`src/rtl/controlador_de_io.sv`:
```
// controlador_de_io
// Sequential companion to the combinational control unit. Carries out the I/O
// side effects of the WAIT, INPUT and OUTPUT opcodes:
//   - WAIT   (ler_da_entrada):   stalls the PC until the user presses and
//            releases the push-button, then captures the switch value.
//   - INPUT  (confirma_entrada): presents the captured value to the register
//            write mux in the same cycle (never stalls).
//   - OUTPUT (print):            latches dado_reg for the display driver.
//
// Ports:
//   clock            in   system clock, all state on its rising edge
//   reset            in   asynchronous reset, active-low
//   ler_da_entrada   in   WAIT decoded
//   confirma_entrada in   INPUT decoded
//   print            in   OUTPUT decoded
//   botao            in   raw push-button, active-high, asynchronous
//   chaves           in   raw switch bus [LARGURA_CHAVES-1:0]
//   dado_reg         in   register-file read value for OUTPUT [31:0]
//   stall            out  freeze PC / suppress writeback while high
//   dado_entrada     out  value for the register write mux on INPUT [31:0]
//   saida_display    out  last printed value [31:0]
//   saida_valida     out  sticky: at least one OUTPUT since reset
//   aguardando       out  LED: waiting for the user to press the button
//   num_entradas     out  count of confirmed WAITs, wraps 255->0 [7:0]

module controlador_de_io #(
  parameter int unsigned LARGURA_CHAVES  = 16,
  parameter int unsigned DEBOUNCE_CICLOS = 50000
) (
  input  logic                      clock,
  input  logic                      reset,
  input  logic                      ler_da_entrada,
  input  logic                      confirma_entrada,
  input  logic                      print,
  input  logic                      botao,
  input  logic [LARGURA_CHAVES-1:0] chaves,
  input  logic [31:0]               dado_reg,
  output logic                      stall,
  output logic [31:0]               dado_entrada,
  output logic [31:0]               saida_display,
  output logic                      saida_valida,
  output logic                      aguardando,
  output logic [7:0]                num_entradas
);

  localparam int unsigned     CW      = (DEBOUNCE_CICLOS > 1) ? $clog2(DEBOUNCE_CICLOS) : 1;
  localparam logic [CW-1:0]   CNT_MAX = CW'(DEBOUNCE_CICLOS - 1);

  localparam logic [1:0] OCIOSO        = 2'd0;
  localparam logic [1:0] ESPERA_APERTO = 2'd1;
  localparam logic [1:0] ESPERA_SOLTAR = 2'd2;
  localparam logic [1:0] CONCLUI       = 2'd3;

  // ---------------------------------------------------------------------------
  // Button path: 2-FF synchroniser + debouncer + rising-edge detector
  // ---------------------------------------------------------------------------
  logic          sync1_q, sync2_q;
  logic          botao_limpo_q, botao_limpo_d;
  logic          botao_limpo_prev_q;
  logic [CW-1:0] cnt_q, cnt_d;
  logic          subida;

  always_ff @(posedge clock or negedge reset) begin
    if (!reset) begin
      sync1_q            <= 1'b0;
      sync2_q            <= 1'b0;
      botao_limpo_q      <= 1'b0;
      botao_limpo_prev_q <= 1'b0;
      cnt_q              <= '0;
    end else begin
      sync1_q            <= botao;
      sync2_q            <= sync1_q;
      botao_limpo_q      <= botao_limpo_d;
      botao_limpo_prev_q <= botao_limpo_q;
      cnt_q              <= cnt_d;
    end
  end

  // The counter measures how long the synced level has disagreed with the
  // debounced level; any agreement restarts the measurement. The toggle edge
  // is the one at which the count already equals DEBOUNCE_CICLOS-1, giving
  // exactly DEBOUNCE_CICLOS consecutive mismatching cycles.
  always_comb begin
    botao_limpo_d = botao_limpo_q;
    cnt_d         = '0;
    if (sync2_q != botao_limpo_q) begin
      if (cnt_q == CNT_MAX) begin
        botao_limpo_d = ~botao_limpo_q;
      end else begin
        cnt_d = cnt_q + 1'b1;
      end
    end
  end

  assign subida = botao_limpo_q & ~botao_limpo_prev_q;

  // ---------------------------------------------------------------------------
  // WAIT sequencing FSM, capture register and confirmed-WAIT counter
  // ---------------------------------------------------------------------------
  logic [1:0]  estado_q, estado_d;
  logic [31:0] dado_capturado_q, dado_capturado_d;
  logic [7:0]  num_entradas_q, num_entradas_d;

  always_ff @(posedge clock or negedge reset) begin
    if (!reset) begin
      estado_q         <= OCIOSO;
      dado_capturado_q <= '0;
      num_entradas_q   <= '0;
    end else begin
      estado_q         <= estado_d;
      dado_capturado_q <= dado_capturado_d;
      num_entradas_q   <= num_entradas_d;
    end
  end

  // Only a rising edge seen while already in ESPERA_APERTO counts, so a button
  // that is held when the WAIT arrives needs a release and a fresh press.
  always_comb begin
    estado_d         = estado_q;
    dado_capturado_d = dado_capturado_q;
    num_entradas_d   = num_entradas_q;
    unique case (estado_q)
      OCIOSO: begin
        if (ler_da_entrada) estado_d = ESPERA_APERTO;
      end
      ESPERA_APERTO: begin
        if (subida) begin
          dado_capturado_d = 32'(chaves);
          num_entradas_d   = num_entradas_q + 8'd1;
          estado_d         = ESPERA_SOLTAR;
        end
      end
      ESPERA_SOLTAR: begin
        if (!botao_limpo_q) estado_d = CONCLUI;
      end
      CONCLUI: begin
        estado_d = OCIOSO;
      end
      default: estado_d = OCIOSO;
    endcase
  end

  // Stall is asserted in the very cycle a WAIT is decoded in OCIOSO so the PC
  // never slips past it; CONCLUI releases it for exactly one edge.
  assign stall = ((estado_q == OCIOSO) && ler_da_entrada)
              || (estado_q == ESPERA_APERTO)
              || (estado_q == ESPERA_SOLTAR);

  assign aguardando   = (estado_q == ESPERA_APERTO);
  assign dado_entrada = confirma_entrada ? dado_capturado_q : '0;
  assign num_entradas = num_entradas_q;

  // ---------------------------------------------------------------------------
  // OUTPUT: display latch and sticky valid flag (independent of stall)
  // ---------------------------------------------------------------------------
  logic [31:0] saida_display_q, saida_display_d;
  logic        saida_valida_q, saida_valida_d;

  always_ff @(posedge clock or negedge reset) begin
    if (!reset) begin
      saida_display_q <= '0;
      saida_valida_q  <= 1'b0;
    end else begin
      saida_display_q <= saida_display_d;
      saida_valida_q  <= saida_valida_d;
    end
  end

  always_comb begin
    saida_display_d = saida_display_q;
    saida_valida_d  = saida_valida_q;
    if (print) begin
      saida_display_d = dado_reg;
      saida_valida_d  = 1'b1;
    end
  end

  assign saida_display = saida_display_q;
  assign saida_valida  = saida_valida_q;

endmodule

```
`config.mk`:
```
export PLATFORM = sky130hd
export DESIGN_NAME = controlador_de_io
export DESIGN_NICKNAME = d
export VERILOG_FILES = /design/src/rtl/controlador_de_io.sv
export SDC_FILE = /design/constraint.sdc
export NUM_CORES = 1
export LEC_CHECK = 0
export ABC_AREA = 1
export ABC_CLOCK_PERIOD_IN_PS = 1400
export CORE_UTILIZATION = 41
export CTS_CLUSTER_SIZE = 25
export DETAILED_ROUTE_END_ITERATION = 7
export PLACE_DENSITY = 0.81
export SLEW_MARGIN = 20
export SYNTH_ARGS = -nofsm -noshare
export SYNTH_HDL_FRONTEND = slang
export SYNTH_SLANG_ARGS = --single-unit
```
`constraint.sdc`:
```
create_clock -name clock -period 1.4 [get_ports clock]
set_clock_uncertainty 0.15 [all_clocks]
set_input_delay 0.28 -clock clock [delete_from_list [all_inputs] [get_ports clock]]
set_output_delay 0.28 -clock clock [all_outputs]
set_load 0.02 [all_outputs]
```
### After elaboration in Yosys (flattened, before gate mapping)

Index checks and enable logic that the tools add are counted.
W data, S select, Z words.

* add/sub/neg operators: 2
* equality and inequality tests: 8
* multiplexer cells: 7
* bitwise gates (word level): 3
* reductions and logical operators: 7

Operators with widths (number)
* $mux W16: 3
* $add A16 B1 Y16 const B: 1
* $eq A16 B16 Y1 const B: 1
* $add A8 B1 Y8 const B: 1
* $pmux W2 S4: 1
* $mux W2: 3
* $eq A2 B2 Y1 const B: 2
* $ne A2 B2 Y1 const B: 2
* $reduce_and A2 Y1: 2
* $reduce_and A3 Y1: 1
* $eq A2 B1 Y1 const B: 1
* $logic_not A2 Y1: 1
* $logic_or A1 B1 Y1: 2
* $ne A2 B1 Y1 const B: 1
* $not A1 Y1: 2
* $and A1 B1 Y1: 1
* $logic_and A1 B1 Y1: 1
* $ne A1 B1 Y1: 1

* register bits: 79
* input port bits: 54
* output and inout bits: 75
* logic and storage cells: 37

### Depth between registers and ports, before layout

Gate-level depths: netlist of run 1.

* word-level depth: 4
* depth in mapped cells: 7
* mapped depth without buffers: 7

### Worst setup path after synthesis of run 1

OpenSTA, ideal clock, no wires.

* kind: reg2reg
* start point: register estado_q[1]
* end point: register estado_q[0]
* library setup time: 134 ps
* arrival time: 1237 ps
* required time: 1116 ps
* path slack: -121 ps
* stages on the path, launching flop included: 6
* path buffers: 0
* period minus slack after synthesis: 1521 ps
* path through: dfrtp_1 inv_1 ha_1 inv_1 o21ai_0 o21ai_0

* longest elaborated chain between the ends: 3
* elaborated cells between the ends (all ways): 9
* those cells by class: 6 x eq/ne; 1 x mux; 2 x reduce/logical

Ends and longest elaborated chain
* start: declaration: RTL line 100 `logic [1:0] estado_q, estado_d;`
* start signal: assignment: RTL line 110 `estado_q <= estado_d;`
* $eq A2 B1 Y1 (*)
* net aguardando: RTL line 42 `output logic aguardando,`
* $ne A2 B1 Y1 (no source line)
* $reduce_and A3 Y1 (no source line)

The timed path passes the listed nets; every way through them passes the cells marked *.
A chain may end at the register's enable or synchronous reset.

### Worst setup path in the final report of run 1

* start point: register estado_q[1]
* end point: output stall

* longest elaborated chain between the ends: 4
* elaborated cells between the ends (all ways): 6
* those cells by class: 2 x eq/ne; 4 x reduce/logical

Ends and longest elaborated chain
* $logic_not A2 Y1: RTL line 145 `assign stall = ((estado_q == OCIOSO) && ler_da_entrada)`
* $logic_and A1 B1 Y1: RTL line 145
* $logic_or A1 B1 Y1: RTL line 146 `|| (estado_q == ESPERA_APERTO)`
* $logic_or A1 B1 Y1 (*): RTL line 147 `|| (estado_q == ESPERA_SOLTAR);`
* end: declaration: RTL line 38 `output logic stall,`

Every way passes the cells marked *; elsewhere a longest branch is shown, timed or not.

==> flow_summary.toml, run 1 <==
[run_status]
status = "finished with violations"
violations = "negative setup slack"

[global_route]
grt_use_total_pct = 21.66
antenna_found_initial = 0
grt_pass1_vias = 3413
grt_overflow = 0
grt_first_pass_wirelength_um = 15310
grt_max_degree = 39

[final_layout]
diodes = 0
drive_above_1_share_pct = 31.53
layout.nets = 663
syn2layout_area_growth_pct = 53.24
n_fill_cell = 640
multiInputGateArea_mm2 = 0.001607
ff_latch_area_mm2 = 0.001978

[placed_design]
pre_cts_ws_ps = -667.1
place.gp.congestion = 0.8635
portBuffers = 112
dpl.hpwl_um = 6404

[pwr]
vdd.ir_drop.worst_v = 0.0005891
power_density_mw_per_mm2 = 1024
leakagePower_nw = 2.897

[floorplanning]
fp.dieW_um = 96.11
initial_core_util_pct = 43.32
coreArea_mm2 = 0.008382
dieArea_mm2 = 0.009236
pin_count = 129
die_h_um = 96.11
fp-row-count = 33

[run]
drv_cap = 0

[synth]
ys_top_cells_by_area = "dfrtp_1, nand2_1, inv_1"
avgSynthCellArea_um2 = 8.290
yosys_register_bits = 79
synthFlopType = "dfrtp_1"
synthArstFlopShare_pct = 100.0
yosysTopAreaCell = "dfrtp_1"
syn_area_mm2 = 0.003631
ys_types = 30
yosysMostFrequentCell = "nand2_1"
synth_seq_area_share_pct = 54.45
yosys_warnings = 0
synth_commonest_cells = "nand2_1, dfrtp_1, inv_1"
synth_top_area_share_pct = 54.45
synth_edf_count = 0
synth_cells = 438

[clock_tree]
clkTransAtPathRegs_ps = 90
htree_levels = 3
clock-root-buffer = "clkbuf_8"
clock_latency_ps = 350
numCtsBuffers = 9
cts.sinks = 79
clockBufferDepth = 2
cts_tree = "yes"

[setup_path]
timing.rr.start = "estado_q[1]"
r2r_slack_ps = -220
worstPathMaxFanout = 3
arrival_ps = 1370
cp_data_required_time_ps = 970
setup.worst_path.class = "flop to primary output"
worstReg2RegEnd = "num_entradas[2]"
critPathCaptureType = "primary output"
r2r_cells = 9
startpoint_type = "flop"

[route]
drt_wl_total_um = 10140
drc_errors = 0
ant_nets = 0
dr.first_iter.drc_count = 215
vias = 3405
post_drt_via_cell_ratio = 4.769
first_pass_iters = 4
wl_per_cell_um = 14.20

[timing]
finalCriticalPeriod_ps = 1797
whs_ps = 162.4
min_period_over_period_pct = 128.4
layout_setup_ws_ps = -397.1
setup_viol = 49
slew_viol_final = 0
max_freq_mhz = 556.4
grt_setup_unrepaired = "true"
setup_tns_ps = -6337
hold_viol = 0

[min_path]
hold_class = "input port to asynchronous set/reset pin"
-- what timing repair did --
action	4_1_cts	5_1_grt
endpoints found under the setup margin	96	61
cloned	2	0
buffers inserted	8	14
gates resized for setup	309	44
endpoints found under the hold margin	79	0
hold buffers	1	0
pin swaps	20	26
-- worst max-delay path, cell delays in order (launching register included) --
cell and delay (ps):
dfrtp_1 400, inv_2 90, ha_4 170, a21oi_2 140, nand2_1 80, buf_6 130
-- worst max path at each step --
stage	from	to	slack, ps
2_1_floorplan	confirma_entrada	dado_entrada[10]	2
3_3_place_gp	confirma_entrada	dado_entrada[8]	-650
3_5_place_dp	confirma_entrada	dado_entrada[7]	-670
4_1_cts	estado_q[0]	stall	-360
5_1_grt	estado_q[1]	stall	-450
6_report	estado_q[1]	stall	-400
-- per-layer routing --
metal	global-route usage, %	wire [um]	vias up
li1	-	-	1621
met1	25.10	3837	1609
met2	37.83	5289	155
met3	6.872	856	20
met4	7.090	158	0
met5	0	0	-
-- metrics by stage --
step                std cells  utilization, %  power (mW)  instance area, um^2
finish                    714           66.38       5.696                 5564
global route              714           66.38       5.952                 5564
CTS                       702           63.67       5.602                 5336
detailed placement        675           60.59       3.820                 5079
global placement          675           60.59       3.776                 5079
floorplan                 453               -       3.127                 3700
-- cell type report --
type	count	share of cell area (%)
clock buffer	10	2.294
sequential	79	35.55
clock inverter	6	1.259
timing repair inverter	1	0.1574
inverter	40	2.968
timing repair buffer	167	26.53
multi-input combinational	306	28.87
tap	105	2.361
-- power breakdown --
part	leakage (nW)	total [mW]	internal, mW	switching [mW]
clock	0.101	1.72	0.838	0.879
combinational	1.85	1.48	0.688	0.796
sequential	0.945	2.50	2.40	0.0921
-- sequential cells by signal, indices dropped and copies added, names as in the netlist --
signal,cells
cnt_q,16
botao_limpo_prev_q,1
sync1_q,1
sync2_q,1
estado_q,2
saida_valida,1
botao_limpo_q,1
saida_display,32
num_entradas,8
dado_capturado_q,16
-- placed cells by master, fill, tap and decap left out, types with 3 or more instances in the layout --
master,count
nand3_1,6
buf_6,26
nand4_1,4
nand2_1,189
conb_1,16
clkinv_4,3
ha_4,3
buf_2,42
nand3_2,6
a21oi_1,3
nor2_4,7
xnor2_1,4
nand2_2,6
buf_4,40
dfrtp_1,78
xor2_1,7
clkbuf_8,9
clkdlybuf4s50_1,51
buf_12,6
inv_2,11
nor2_2,7
inv_1,27
nor2_1,23
-- cells by family after synthesis --
| group | Yosys count | synth area share (%) |
|---|---|---|
| fa+ha+maj | 5 | 1.723 |
| compound gates | 15 | 2.309 |
| simple gates | 256 | 28.70 |
| buf+inv | 68 | 9.132 |
| other cells | 1 | 0.1033 |
| xor+xnor | 14 | 3.584 |
| flops | 79 | 54.45 |
No activity file was read; power rests on OpenSTA's default activity.
==> run 2: changes to the inputs <==
--- a/config.mk
+++ b/config.mk
@@ -10,6 +10,7 @@
 export CORE_UTILIZATION = 41
 export CTS_CLUSTER_SIZE = 25
 export DETAILED_ROUTE_END_ITERATION = 7
+export HOLD_SLACK_MARGIN = 0.06
 export PLACE_DENSITY = 0.81
 export SLEW_MARGIN = 20
 export SYNTH_ARGS = -nofsm -noshare
==> results of run 2 <==
Same layout as run 1: the final DEF is identical, and so are final timing and power.
==> run 3: changes to the inputs <==
--- a/config.mk
+++ b/config.mk
@@ -7,6 +7,7 @@
 export LEC_CHECK = 0
 export ABC_AREA = 1
 export ABC_CLOCK_PERIOD_IN_PS = 1400
+export CORE_MARGIN = 2
 export CORE_UTILIZATION = 41
 export CTS_CLUSTER_SIZE = 25
 export DETAILED_ROUTE_END_ITERATION = 7
==> run 3 against run 2 <==
  * The flow still finishes with violations (negative setup slack)
  * Register-to-register slack better by 50 ps
  * Non-clock buffer count up 10
  * Fmax up 0.87%
  * Count of clock-buffer cells in the layout unchanged
  * Core utilization down 1.3 points
  * Die area up 4.2%
  * Sequential power about the same
  * Sequential share of layout area down 0.34 points
  * Setup slack better by 16 ps
  * Global-route usage down 3.3 points
  * Largest power group unchanged
==> flow_summary.toml, run 3 (synthesis gave the netlist of run 1 again) <==
[clock_tree]
clock-root-buffer = "clkbuf_8"
htree_levels = 3
clockBufferDepth = 2
clkTransAtPathRegs_ps = 80
clock_latency_ps = 350
cts_tree = "yes"
numCtsBuffers = 9
cts.sinks = 79

[global_route]
grt_use_total_pct = 18.34
grt_max_degree = 33
grt_overflow = 0
grt_pass1_vias = 3209
antenna_found_initial = 0
grt_first_pass_wirelength_um = 14570

[setup_path]
setup.worst_path.class = "flop to primary output"
crit_path_top_delay_cell = "dfrtp_1"
timing.rr.start = "estado_q[0]"
crit_chain = "inv_2 > ha_2 > a21oi_2 > nand2_1 > buf_6"
cp_data_required_time_ps = 970
startpoint_type = "flop"
critPathCaptureType = "primary output"
worstPathMaxFanout = 3
startpoint = "estado_q[1]"
max_stage_delay_ps = 390
arrival_ps = 1350

[pwr]
leakagePower_nw = 2.969
p_sw_share_pct = 30.04
intPower_mw = 3.847
p_clk_share_pct = 30.7
p_comb_share_pct = 24.0
power_density_mw_per_mm2 = 978.7
vdd.ir_drop.worst_v = 0.0006958
power_frac_seq_pct = 45.2
total_power_mw = 5.498
netSwitchingPower_mw = 1.651

[floorplanning]
initial_core_util_pct = 42.05
fp.dieW_um = 98.11
coreArea_mm2 = 0.008636
fp-row-count = 34
die_h_um = 98.11
pin_count = 129
dieArea_mm2 = 0.009625

[final_layout]
drive_above_1_share_pct = 31.72
syn2layout_area_growth_pct = 54.72
layout.nets = 672
final_common_cell = "nand2_1"
stdcell_count = 726
final_cell_mix = "nand2_1, dfrtp_1, buf_4"
diodes = 0
largest_register_ffs = 32
fin_util_pct = 65.05

[run_status]
violations = "negative setup slack"
status = "finished with violations"

[route]
ant_nets = 0
drc_errors = 0
first_pass_iters = 5
wl_per_cell_um = 13.04
dr.first_iter.drc_count = 173
post_drt_via_cell_ratio = 4.631
drt_wl_total_um = 9469
vias = 3362

[timing]
layout_setup_ws_ps = -381.6
min_period_over_period_pct = 127.3
hold_viol = 0
finalCriticalPeriod_ps = 1782
setup_viol = 49
grt_setup_unrepaired = "true"
max_freq_mhz = 561.3
slew_viol_final = 0
setup_tns_ps = -3645

[placed_design]
dpl.hpwl_um = 6169
place.gp.congestion = 0.9152
dp.cells = 683
portBuffers = 112

[min_path]
min-delay-start = "sync1_q"
hold_class = "flop to flop"

[run]
drv_cap = 0
-- run 3: final timing paths --
path	cells past startpoint	slack [ps]	endpoint
worst max-delay path	5	-380	stall
worst min-delay path	0	200	sync2_q
worst max register to register	7	-170	num_entradas[5]
worst min register to register	0	200	sync2_q
max in group asynchronous	3	350	cnt_q[7]
min in group asynchronous	2	220	saida_display[0]
-- run 3: per-layer routing --
| metal | global-route usage, % | share of wire (%) |
|---|---|---|
| met1 | 23.09 | 40 |
| met3 | 6.371 | 8.4 |
| met2 | 29.98 | 50 |
| met4 | 5.556 | 1.3 |
| met5 | 0 | 0 |
-- run 3: timing repair --
| action | CTS | global route |
|---|---|---|
| endpoints found under the hold margin | 79 | 0 |
| cloned | 1 | 0 |
| pin swaps | 16 | 12 |
| hold buffers | 1 | 0 |
| gates resized for setup | 301 | 45 |
| endpoints found under the setup margin | 95 | 60 |
| setup buffers | 6 | 19 |
-- run 3: area by class of cell --
type	count	area, um^2
fillers	669	3018
clock inverters	6	68.82
clock buffers	10	127.6
inverters	40	165.2
repair buffers	177	1536
well taps	108	135.1
multi-input cells	306	1607
flip-flops and latches	79	1978
-- run 3: worst max-delay path: cells and delay by family, from the launching register on --
| kind | cells | cell delay, ps |
|---|---|---|
| and+or+nand+nor | 1 | 80 |
| DFF | 1 | 390 |
| adders and majority gates | 1 | 180 |
| buffers and inverters | 2 | 200 |
| AOI/OAI and AO/OA | 1 | 150 |
-- run 3: power by group through the flow --
stage	Sequential [mW]	Combinational, mW	Clock [mW]
final	2.49	1.32	1.69
after global routing	2.50	1.45	1.84
after CTS	2.49	1.28	1.74
after detailed placement	2.52	1.29	0
after global placement	2.52	1.26	0
after floorplan	2.63	0.500	0
-- run 3: metrics by stage --
step	hold slack (ps)	setup WS, ps	instance area (um^2)
3_5_place_dp	62.97	-685.4	5107
2_1_floorplan	-165.6	2.377	3700
4_1_cts	204.0	-360.2	5331
5_1_grt	197.0	-461.5	5618
3_3_place_gp	58.09	-648.5	5107
6_report	203.8	-381.6	5618
